### config.mk
export PLATFORM = sky130hd
export DESIGN_NAME = mem_arbiter_flat
export DESIGN_NICKNAME = d
export VERILOG_FILES = /design/src/rtl/mem_arbiter_if.sv /design/src/rtl/mem_arbiter.sv /design/src/flat_wrapper.sv
export SDC_FILE = /design/constraint.sdc
export NUM_CORES = 1
export LEC_CHECK = 0
export ABC_AREA = 1
export BUFFER_PORTS_ARGS = -buffer_cell sky130_fd_sc_hd__buf_2
export CAP_MARGIN = 0
export CORE_MARGIN = 8
export CORE_UTILIZATION = 35
export CTS_BUF_LIST = sky130_fd_sc_hd__clkbuf_4 sky130_fd_sc_hd__clkbuf_8 sky130_fd_sc_hd__clkbuf_16
export DETAILED_ROUTE_END_ITERATION = 10
export PLACE_DENSITY = 0.68
export SETUP_SLACK_MARGIN = 0.1
export SYNTH_ARGS = -nofsm -noshare
export SYNTH_HDL_FRONTEND = slang
export SYNTH_SLANG_ARGS = --single-unit
export TNS_END_PERCENT = 5
### constraint.sdc
create_clock -name clk -period 2.05 [get_ports clk]
set_input_delay 0.205 -clock clk [delete_from_list [all_inputs] [get_ports clk]]
set_output_delay 0.205 -clock clk [all_outputs]
set_load 0.03 [all_outputs]
### src/rtl/mem_arbiter_if.sv
// Bundle of both master ports and the shared memory port of mem_arbiter.
// slave: the arbiter's view. master: the view of the masters plus the memory.
interface mem_arbiter_if #(
  parameter int ADDR_W = 32,
  parameter int DATA_W = 32
);
  localparam int MW = DATA_W / 8;

  logic [ADDR_W-1:0] m0_addr,  m1_addr;
  logic [DATA_W-1:0] m0_wdata, m1_wdata;
  logic [MW-1:0]     m0_wmask, m1_wmask;
  logic              m0_rstrb, m1_rstrb;
  logic [DATA_W-1:0] m0_rdata, m1_rdata;
  logic              m0_rbusy, m1_rbusy;
  logic              m0_wbusy, m1_wbusy;

  logic [ADDR_W-1:0] mem_addr;
  logic [DATA_W-1:0] mem_wdata;
  logic [MW-1:0]     mem_wmask;
  logic              mem_rstrb;
  logic [DATA_W-1:0] mem_rdata;

  logic              proto_err;

  modport slave (
    input  m0_addr, m0_wdata, m0_wmask, m0_rstrb,
    input  m1_addr, m1_wdata, m1_wmask, m1_rstrb,
    output m0_rdata, m0_rbusy, m0_wbusy,
    output m1_rdata, m1_rbusy, m1_wbusy,
    output mem_addr, mem_wdata, mem_wmask, mem_rstrb,
    input  mem_rdata,
    output proto_err
  );

  modport master (
    output m0_addr, m0_wdata, m0_wmask, m0_rstrb,
    output m1_addr, m1_wdata, m1_wmask, m1_rstrb,
    input  m0_rdata, m0_rbusy, m0_wbusy,
    input  m1_rdata, m1_rbusy, m1_wbusy,
    input  mem_addr, mem_wdata, mem_wmask, mem_rstrb,
    output mem_rdata,
    input  proto_err
  );
endinterface

### src/rtl/mem_arbiter.sv
// Two-master round-robin arbiter for the single-cycle-latency memory port.
// Uncontended strobes pass straight through; a losing strobe parks in a
// one-deep per-port slot and competes again from the next cycle.
module mem_arbiter #(
  parameter int ADDR_W = 32,
  parameter int DATA_W = 32
) (
  input  logic          clk,
  input  logic          rstn,
  mem_arbiter_if.slave  bus
);
  localparam int MW = DATA_W / 8;

  typedef struct packed {
    logic              wr;
    logic [ADDR_W-1:0] addr;
    logic [DATA_W-1:0] wdata;
    logic [MW-1:0]     wmask;
  } req_t;

  req_t [1:0]             live, slot;
  req_t                   sel;
  logic [1:0]             slot_v, req_new, cand;
  logic                   gnt_any, gnt;
  logic                   last_grant, ret_v, ret_port, perr;
  logic [1:0][DATA_W-1:0] hold;

  // Live requests; a write mask wins over a simultaneous read strobe.
  // Gated by reset so nothing reaches memory while rstn is low.
  assign live[0]    = {(|bus.m0_wmask), bus.m0_addr, bus.m0_wdata, bus.m0_wmask};
  assign live[1]    = {(|bus.m1_wmask), bus.m1_addr, bus.m1_wdata, bus.m1_wmask};
  assign req_new[0] = rstn & (bus.m0_rstrb | (|bus.m0_wmask));
  assign req_new[1] = rstn & (bus.m1_rstrb | (|bus.m1_wmask));

  // Pick the winner: the sole candidate, else the port not granted last.
  always_comb begin
    cand    = slot_v | req_new;
    gnt_any = |cand;
    gnt     = (&cand) ? ~last_grant : ~cand[0];
    sel     = slot_v[gnt] ? slot[gnt] : live[gnt];
  end

  // Drive the memory port only during a grant, zeros otherwise.
  always_comb begin
    bus.mem_addr  = '0;
    bus.mem_wdata = '0;
    bus.mem_wmask = '0;
    bus.mem_rstrb = 1'b0;
    if (gnt_any) begin
      bus.mem_addr  = sel.addr;
      bus.mem_wdata = sel.wdata;
      bus.mem_wmask = sel.wr ? sel.wmask : '0;
      bus.mem_rstrb = ~sel.wr;
    end
  end

  // Per-port slot: clear on grant, capture a losing strobe when empty.
  // A strobe that arrives while the slot is full is dropped and flagged.
  always_ff @(posedge clk or negedge rstn) begin
    if (!rstn) begin
      slot_v <= '0;
      slot   <= '0;
      perr   <= 1'b0;
    end else begin
      for (int i = 0; i < 2; i++) begin
        if (slot_v[i]) begin
          if (req_new[i]) perr <= 1'b1;
          if (gnt_any && gnt == 1'(i)) slot_v[i] <= 1'b0;
        end else if (req_new[i] && !(gnt_any && gnt == 1'(i))) begin
          slot_v[i] <= 1'b1;
          slot[i]   <= live[i];
        end
      end
    end
  end

  // Fairness pointer, read-return tracking and per-port read hold registers.
  always_ff @(posedge clk or negedge rstn) begin
    if (!rstn) begin
      last_grant <= 1'b1;
      ret_v      <= 1'b0;
      ret_port   <= 1'b0;
      hold       <= '0;
    end else begin
      if (gnt_any) last_grant <= gnt;
      ret_v    <= gnt_any & ~sel.wr;
      ret_port <= gnt;
      if (ret_v) hold[ret_port] <= bus.mem_rdata;
    end
  end

  // Return data goes straight through in the return cycle, else the hold copy.
  assign bus.m0_rdata  = (ret_v && !ret_port) ? bus.mem_rdata : hold[0];
  assign bus.m1_rdata  = (ret_v &&  ret_port) ? bus.mem_rdata : hold[1];
  assign bus.m0_rbusy  = slot_v[0] & ~slot[0].wr;
  assign bus.m0_wbusy  = slot_v[0] &  slot[0].wr;
  assign bus.m1_rbusy  = slot_v[1] & ~slot[1].wr;
  assign bus.m1_wbusy  = slot_v[1] &  slot[1].wr;
  assign bus.proto_err = perr;
endmodule

### src/flat_wrapper.sv
// flat-port wrapper written by rule: the top's interface ports become plain ports
module mem_arbiter_flat 
#(
  parameter int ADDR_W = 32,
  parameter int DATA_W = 32
)
  (clk, rstn, bus_m0_addr, bus_m0_wdata, bus_m0_wmask, bus_m0_rstrb, bus_m1_addr, bus_m1_wdata, bus_m1_wmask, bus_m1_rstrb, bus_m0_rdata, bus_m0_rbusy, bus_m0_wbusy, bus_m1_rdata, bus_m1_rbusy, bus_m1_wbusy, bus_mem_addr, bus_mem_wdata, bus_mem_wmask, bus_mem_rstrb, bus_mem_rdata, bus_proto_err);
  mem_arbiter_if #(.ADDR_W(ADDR_W), .DATA_W(DATA_W)) bus_i ();
  input  logic clk;
  input  logic rstn;
  input wire logic [$bits(bus_i.m0_addr)-1:0] bus_m0_addr;
  input wire logic [$bits(bus_i.m0_wdata)-1:0] bus_m0_wdata;
  input wire logic [$bits(bus_i.m0_wmask)-1:0] bus_m0_wmask;
  input wire logic [$bits(bus_i.m0_rstrb)-1:0] bus_m0_rstrb;
  input wire logic [$bits(bus_i.m1_addr)-1:0] bus_m1_addr;
  input wire logic [$bits(bus_i.m1_wdata)-1:0] bus_m1_wdata;
  input wire logic [$bits(bus_i.m1_wmask)-1:0] bus_m1_wmask;
  input wire logic [$bits(bus_i.m1_rstrb)-1:0] bus_m1_rstrb;
  output wire logic [$bits(bus_i.m0_rdata)-1:0] bus_m0_rdata;
  output wire logic [$bits(bus_i.m0_rbusy)-1:0] bus_m0_rbusy;
  output wire logic [$bits(bus_i.m0_wbusy)-1:0] bus_m0_wbusy;
  output wire logic [$bits(bus_i.m1_rdata)-1:0] bus_m1_rdata;
  output wire logic [$bits(bus_i.m1_rbusy)-1:0] bus_m1_rbusy;
  output wire logic [$bits(bus_i.m1_wbusy)-1:0] bus_m1_wbusy;
  output wire logic [$bits(bus_i.mem_addr)-1:0] bus_mem_addr;
  output wire logic [$bits(bus_i.mem_wdata)-1:0] bus_mem_wdata;
  output wire logic [$bits(bus_i.mem_wmask)-1:0] bus_mem_wmask;
  output wire logic [$bits(bus_i.mem_rstrb)-1:0] bus_mem_rstrb;
  input wire logic [$bits(bus_i.mem_rdata)-1:0] bus_mem_rdata;
  output wire logic [$bits(bus_i.proto_err)-1:0] bus_proto_err;
  assign bus_i.m0_addr = bus_m0_addr;
  assign bus_i.m0_wdata = bus_m0_wdata;
  assign bus_i.m0_wmask = bus_m0_wmask;
  assign bus_i.m0_rstrb = bus_m0_rstrb;
  assign bus_i.m1_addr = bus_m1_addr;
  assign bus_i.m1_wdata = bus_m1_wdata;
  assign bus_i.m1_wmask = bus_m1_wmask;
  assign bus_i.m1_rstrb = bus_m1_rstrb;
  assign bus_m0_rdata = bus_i.m0_rdata;
  assign bus_m0_rbusy = bus_i.m0_rbusy;
  assign bus_m0_wbusy = bus_i.m0_wbusy;
  assign bus_m1_rdata = bus_i.m1_rdata;
  assign bus_m1_rbusy = bus_i.m1_rbusy;
  assign bus_m1_wbusy = bus_i.m1_wbusy;
  assign bus_mem_addr = bus_i.mem_addr;
  assign bus_mem_wdata = bus_i.mem_wdata;
  assign bus_mem_wmask = bus_i.mem_wmask;
  assign bus_mem_rstrb = bus_i.mem_rstrb;
  assign bus_i.mem_rdata = bus_mem_rdata;
  assign bus_proto_err = bus_i.proto_err;
  mem_arbiter #(.ADDR_W(ADDR_W), .DATA_W(DATA_W)) u_core (.clk(clk), .rstn(rstn), .bus(bus_i));
endmodule
==> flow_metrics.py <==
metrics = {
    "floorplan": {
        "std_cell_rows": 63,
        "die-area_um2": 36000,
        "die_w_um": 190,
        "core_area_um2": 29700,
        "start_util": 0.356,
        "die_h_um": 190,
        "ios": 310,
    },
    "clock_network": {
        "clk_path_buf_depth": 3,
        "insertion_delay_ns": 0.51,
        "path_clk_slew_ns": 0.05,
        "cts_buffers": 25,
        "cts_root_buf": "clkbuf_16",
        "cts_tree": "built",
        "ctsHtreeMaxLevel": 1,
        "cts_sinks": 208,
    },
    "worst_setup_path": {
        "crit_fanout": 8,
        "critical_path_required_ns": 1.85,
        "crit_slowest_cell": "dfstp_2",
        "cpPeakStageDelay_ns": 0.54,
        "start_kind": "flip-flop",
        "arrival_ns": 2.26,
        "cp-end-kind": "primary output",
        "crit_chain": "inv_4 > nand2_4 > nand2_8 > a21oi_4 > buf_12 > buf_16 > clkbuf_16 > nor2_4 > nor2_2 > buf_6",
        "crit_type": "flip-flop to primary output",
    },
    "timing": {
        "fin_skew_ns": 0.0124,
        "hold_slack_ns": -0.0302,
        "worst_slew_pin_slew_ns": 0.977,
        "setup_viol": 69,
        "period_minus_slack_ns": 2.47,
        "fin_ws_ns": -0.417,
        "finalCritPeriodShare": 1.20,
        "max-slew-margin-rel": 0.348,
        "hold_violations": 14,
        "fmax_ghz": 0.405,
        "drv_slew": 0,
        "rsz0062_at_grt": "true",
    },
    "synth": {
        "syn_nets": 1660,
        "synth_top_area_frac": 0.490,
        "yosysSeqAreaShare": 0.492,
        "synth_seq_cells": 208,
        "ys_warn_count": 0,
        "syn_avg_cell_area_um2": 7.11,
        "synth_area_um2": 10600,
        "synth_area_leaders": "dfrtp_1 (49%), nand2_1 (23%), o21ai_0 (12%), nor2_1 (5.0%), inv_1 (4.2%)",
        "synth_top_area_cell": "dfrtp_1",
        "yosysUniqueCellTypes": 24,
        "syn_inst": 1488,
    },
    "pwr": {
        "clockPowerShare": 0.161,
        "power_frac_comb": 0.572,
        "swShare": 0.456,
        "p_leak_nw": 8.60,
        "p_int_w": 0.0141,
        "finalPower_w": 0.0260,
        "power_density_nw_per_um2": 1640,
        "seqPwrFrac": 0.267,
        "ir_worst_vdd_v": 0.000989,
        "p_sw_w": 0.0119,
    },
    "place": {
        "hpwl_um": 24000,
        "portBuffers": 309,
        "globalplace.congestion": 0.834,
        "place_ws_ns": -0.155,
    },
    "detailed_routing": {
        "wire_per_inst_um": 16.0,
        "firstDrtPassIters": 5,
        "drc": 0,
        "drt_first_iter_violations": 764,
        "ant_nets": 0,
        "vias_per_cell": 4.81,
        "num_vias": 11296,
        "routed_wirelength_um": 37600,
    },
    "flow_run": {
        "drv_cap": 0,
    },
    "cells_and_area": {
        "final_common_cell": "nand2_1",
        "fin_nets": 2115,
        "final_util": 0.534,
        "final_cell_mix": "nand2_1 (636), dfrtp_1 (207), o21ai_0 (203), buf_2 (184), dlygate4sd3_1 (143)",
        "drive_above_1_share": 0.242,
        "area_growth_pct": 49.9,
    },
    "run_status": {
        "violations": "negative hold slack, negative setup slack",
        "status": "finished, violations left",
    },
    "hold_path": {
        "hp-class": "input pin to async pin",
    },
    "global_route": {
        "grt_max_degree": 136,
        "first_global_vias": 11518,
        "grt_antenna_before_repair": 1,
        "grt_pass1_wl_um": 59400,
        "grt.overflow.total": 0,
        "track_usage": 0.199,
    },
}
cell usage after synthesis, drive strengths merged:
master / instances
dfrtp: 207
nand3b: 1
buf: 50
o221ai: 1
clkbuf: 42
o21ai: 261
dfstp: 1
a21oi: 4
inv: 119
nand3: 13
nor2: 141
nand2: 647
nand4: 1
area by class of cell:
type / instances / area (um2)
timing repair buffer: 520 / 4330
fill: 2677 / 13900
clock buffer: 39 / 768
tap: 390 / 488
clock inverter: 1 / 5.00
multi-input combinational: 1069 / 4600
inverter: 119 / 457
antenna: 1 / 2.50
sequential: 208 / 5210
cells by family (layout without fill, tap and decap cells):
family,Yosys count,count (layout),share of synthesized area
simple gates,803,803,0.291
compound gates,266,266,0.128
buf+inv,211,679,0.0892
flops,208,208,0.492
other cells,0,1,0
power groups by stage:
stage,combinational [W],clock [W],sequential [W]
finish,0.0149,0.00418,0.00694
detailed placement,0.0127,0,0.00696
global placement,0.0126,0,0.00688
global route,0.0162,0.00449,0.00714
floorplan,0.00868,0,0.00676
CTS,0.0141,0.00431,0.00691
worst paths after layout:
path | start | end | slack (ns) | cells past startpoint
min reg2reg | u_core.slot[91] | u_core.slot[91] | 0.48 | 2
min in group clk | bus_mem_rdata[7] | u_core.hold[7] | 0.01 | 3
min | rstn | u_core.slot[0] | -0.03 | 2
max in group asynchronous | rstn | u_core.hold[9] | 0.98 | 3
max | u_core.last_grant | bus_mem_wdata[26] | -0.42 | 10
max reg2reg | u_core.slot_v[1] | u_core.slot[13] | 0.25 | 8
what timing repair did:
item                       in CTS  in global routing
cloned                          2                  3
setup buffers                   4                  0
resized for setup             143                114
setup endpoints to repair     102                132
hold endpoints to repair      280                  1
hold buffers                  142                  1
pin swaps                      44                 20
critical path: cells and delay by family (launching register included):
family / cells / cell delay [ns]
AO/OA/AOI/OAI: 1 / 0.18
buffers and inverters: 5 / 0.67
flip-flops: 1 / 0.54
AND/OR/NAND/NOR: 4 / 0.36
metal layers:
metal / global-route usage / wire length [um]
met1: 0.250 / 15600
met2: 0.329 / 17500
met3: 0.0485 / 3230
met4: 0.0689 / 1180
met5: 0 / 0
through the flow:
stage | std cells | hold WS [ns] | cell area (um2) | setup TNS, ns
2_1_floorplan | 1488 | -0.0906 | 10600 | 0
3_3_place_gp | 2154 | 0.413 | 12900 | -4.28
3_5_place_dp | 2154 | 0.420 | 12900 | -5.74
4_1_cts | 2342 | 0.000236 | 15500 | -23.83
5_1_grt | 2347 | 0.00567 | 15900 | -29.95
6_report | 2347 | -0.0302 | 15900 | -23.12
registers in the layout, indices dropped and copies added (netlist names):
signal,cells
u_core.bus.proto_err,1
u_core.last_grant,1
u_core.ret_v,1
u_core.hold,64
u_core.slot_v,2
u_core.slot,138
u_core.ret_port,1
(Power assumes the default switching activity.)
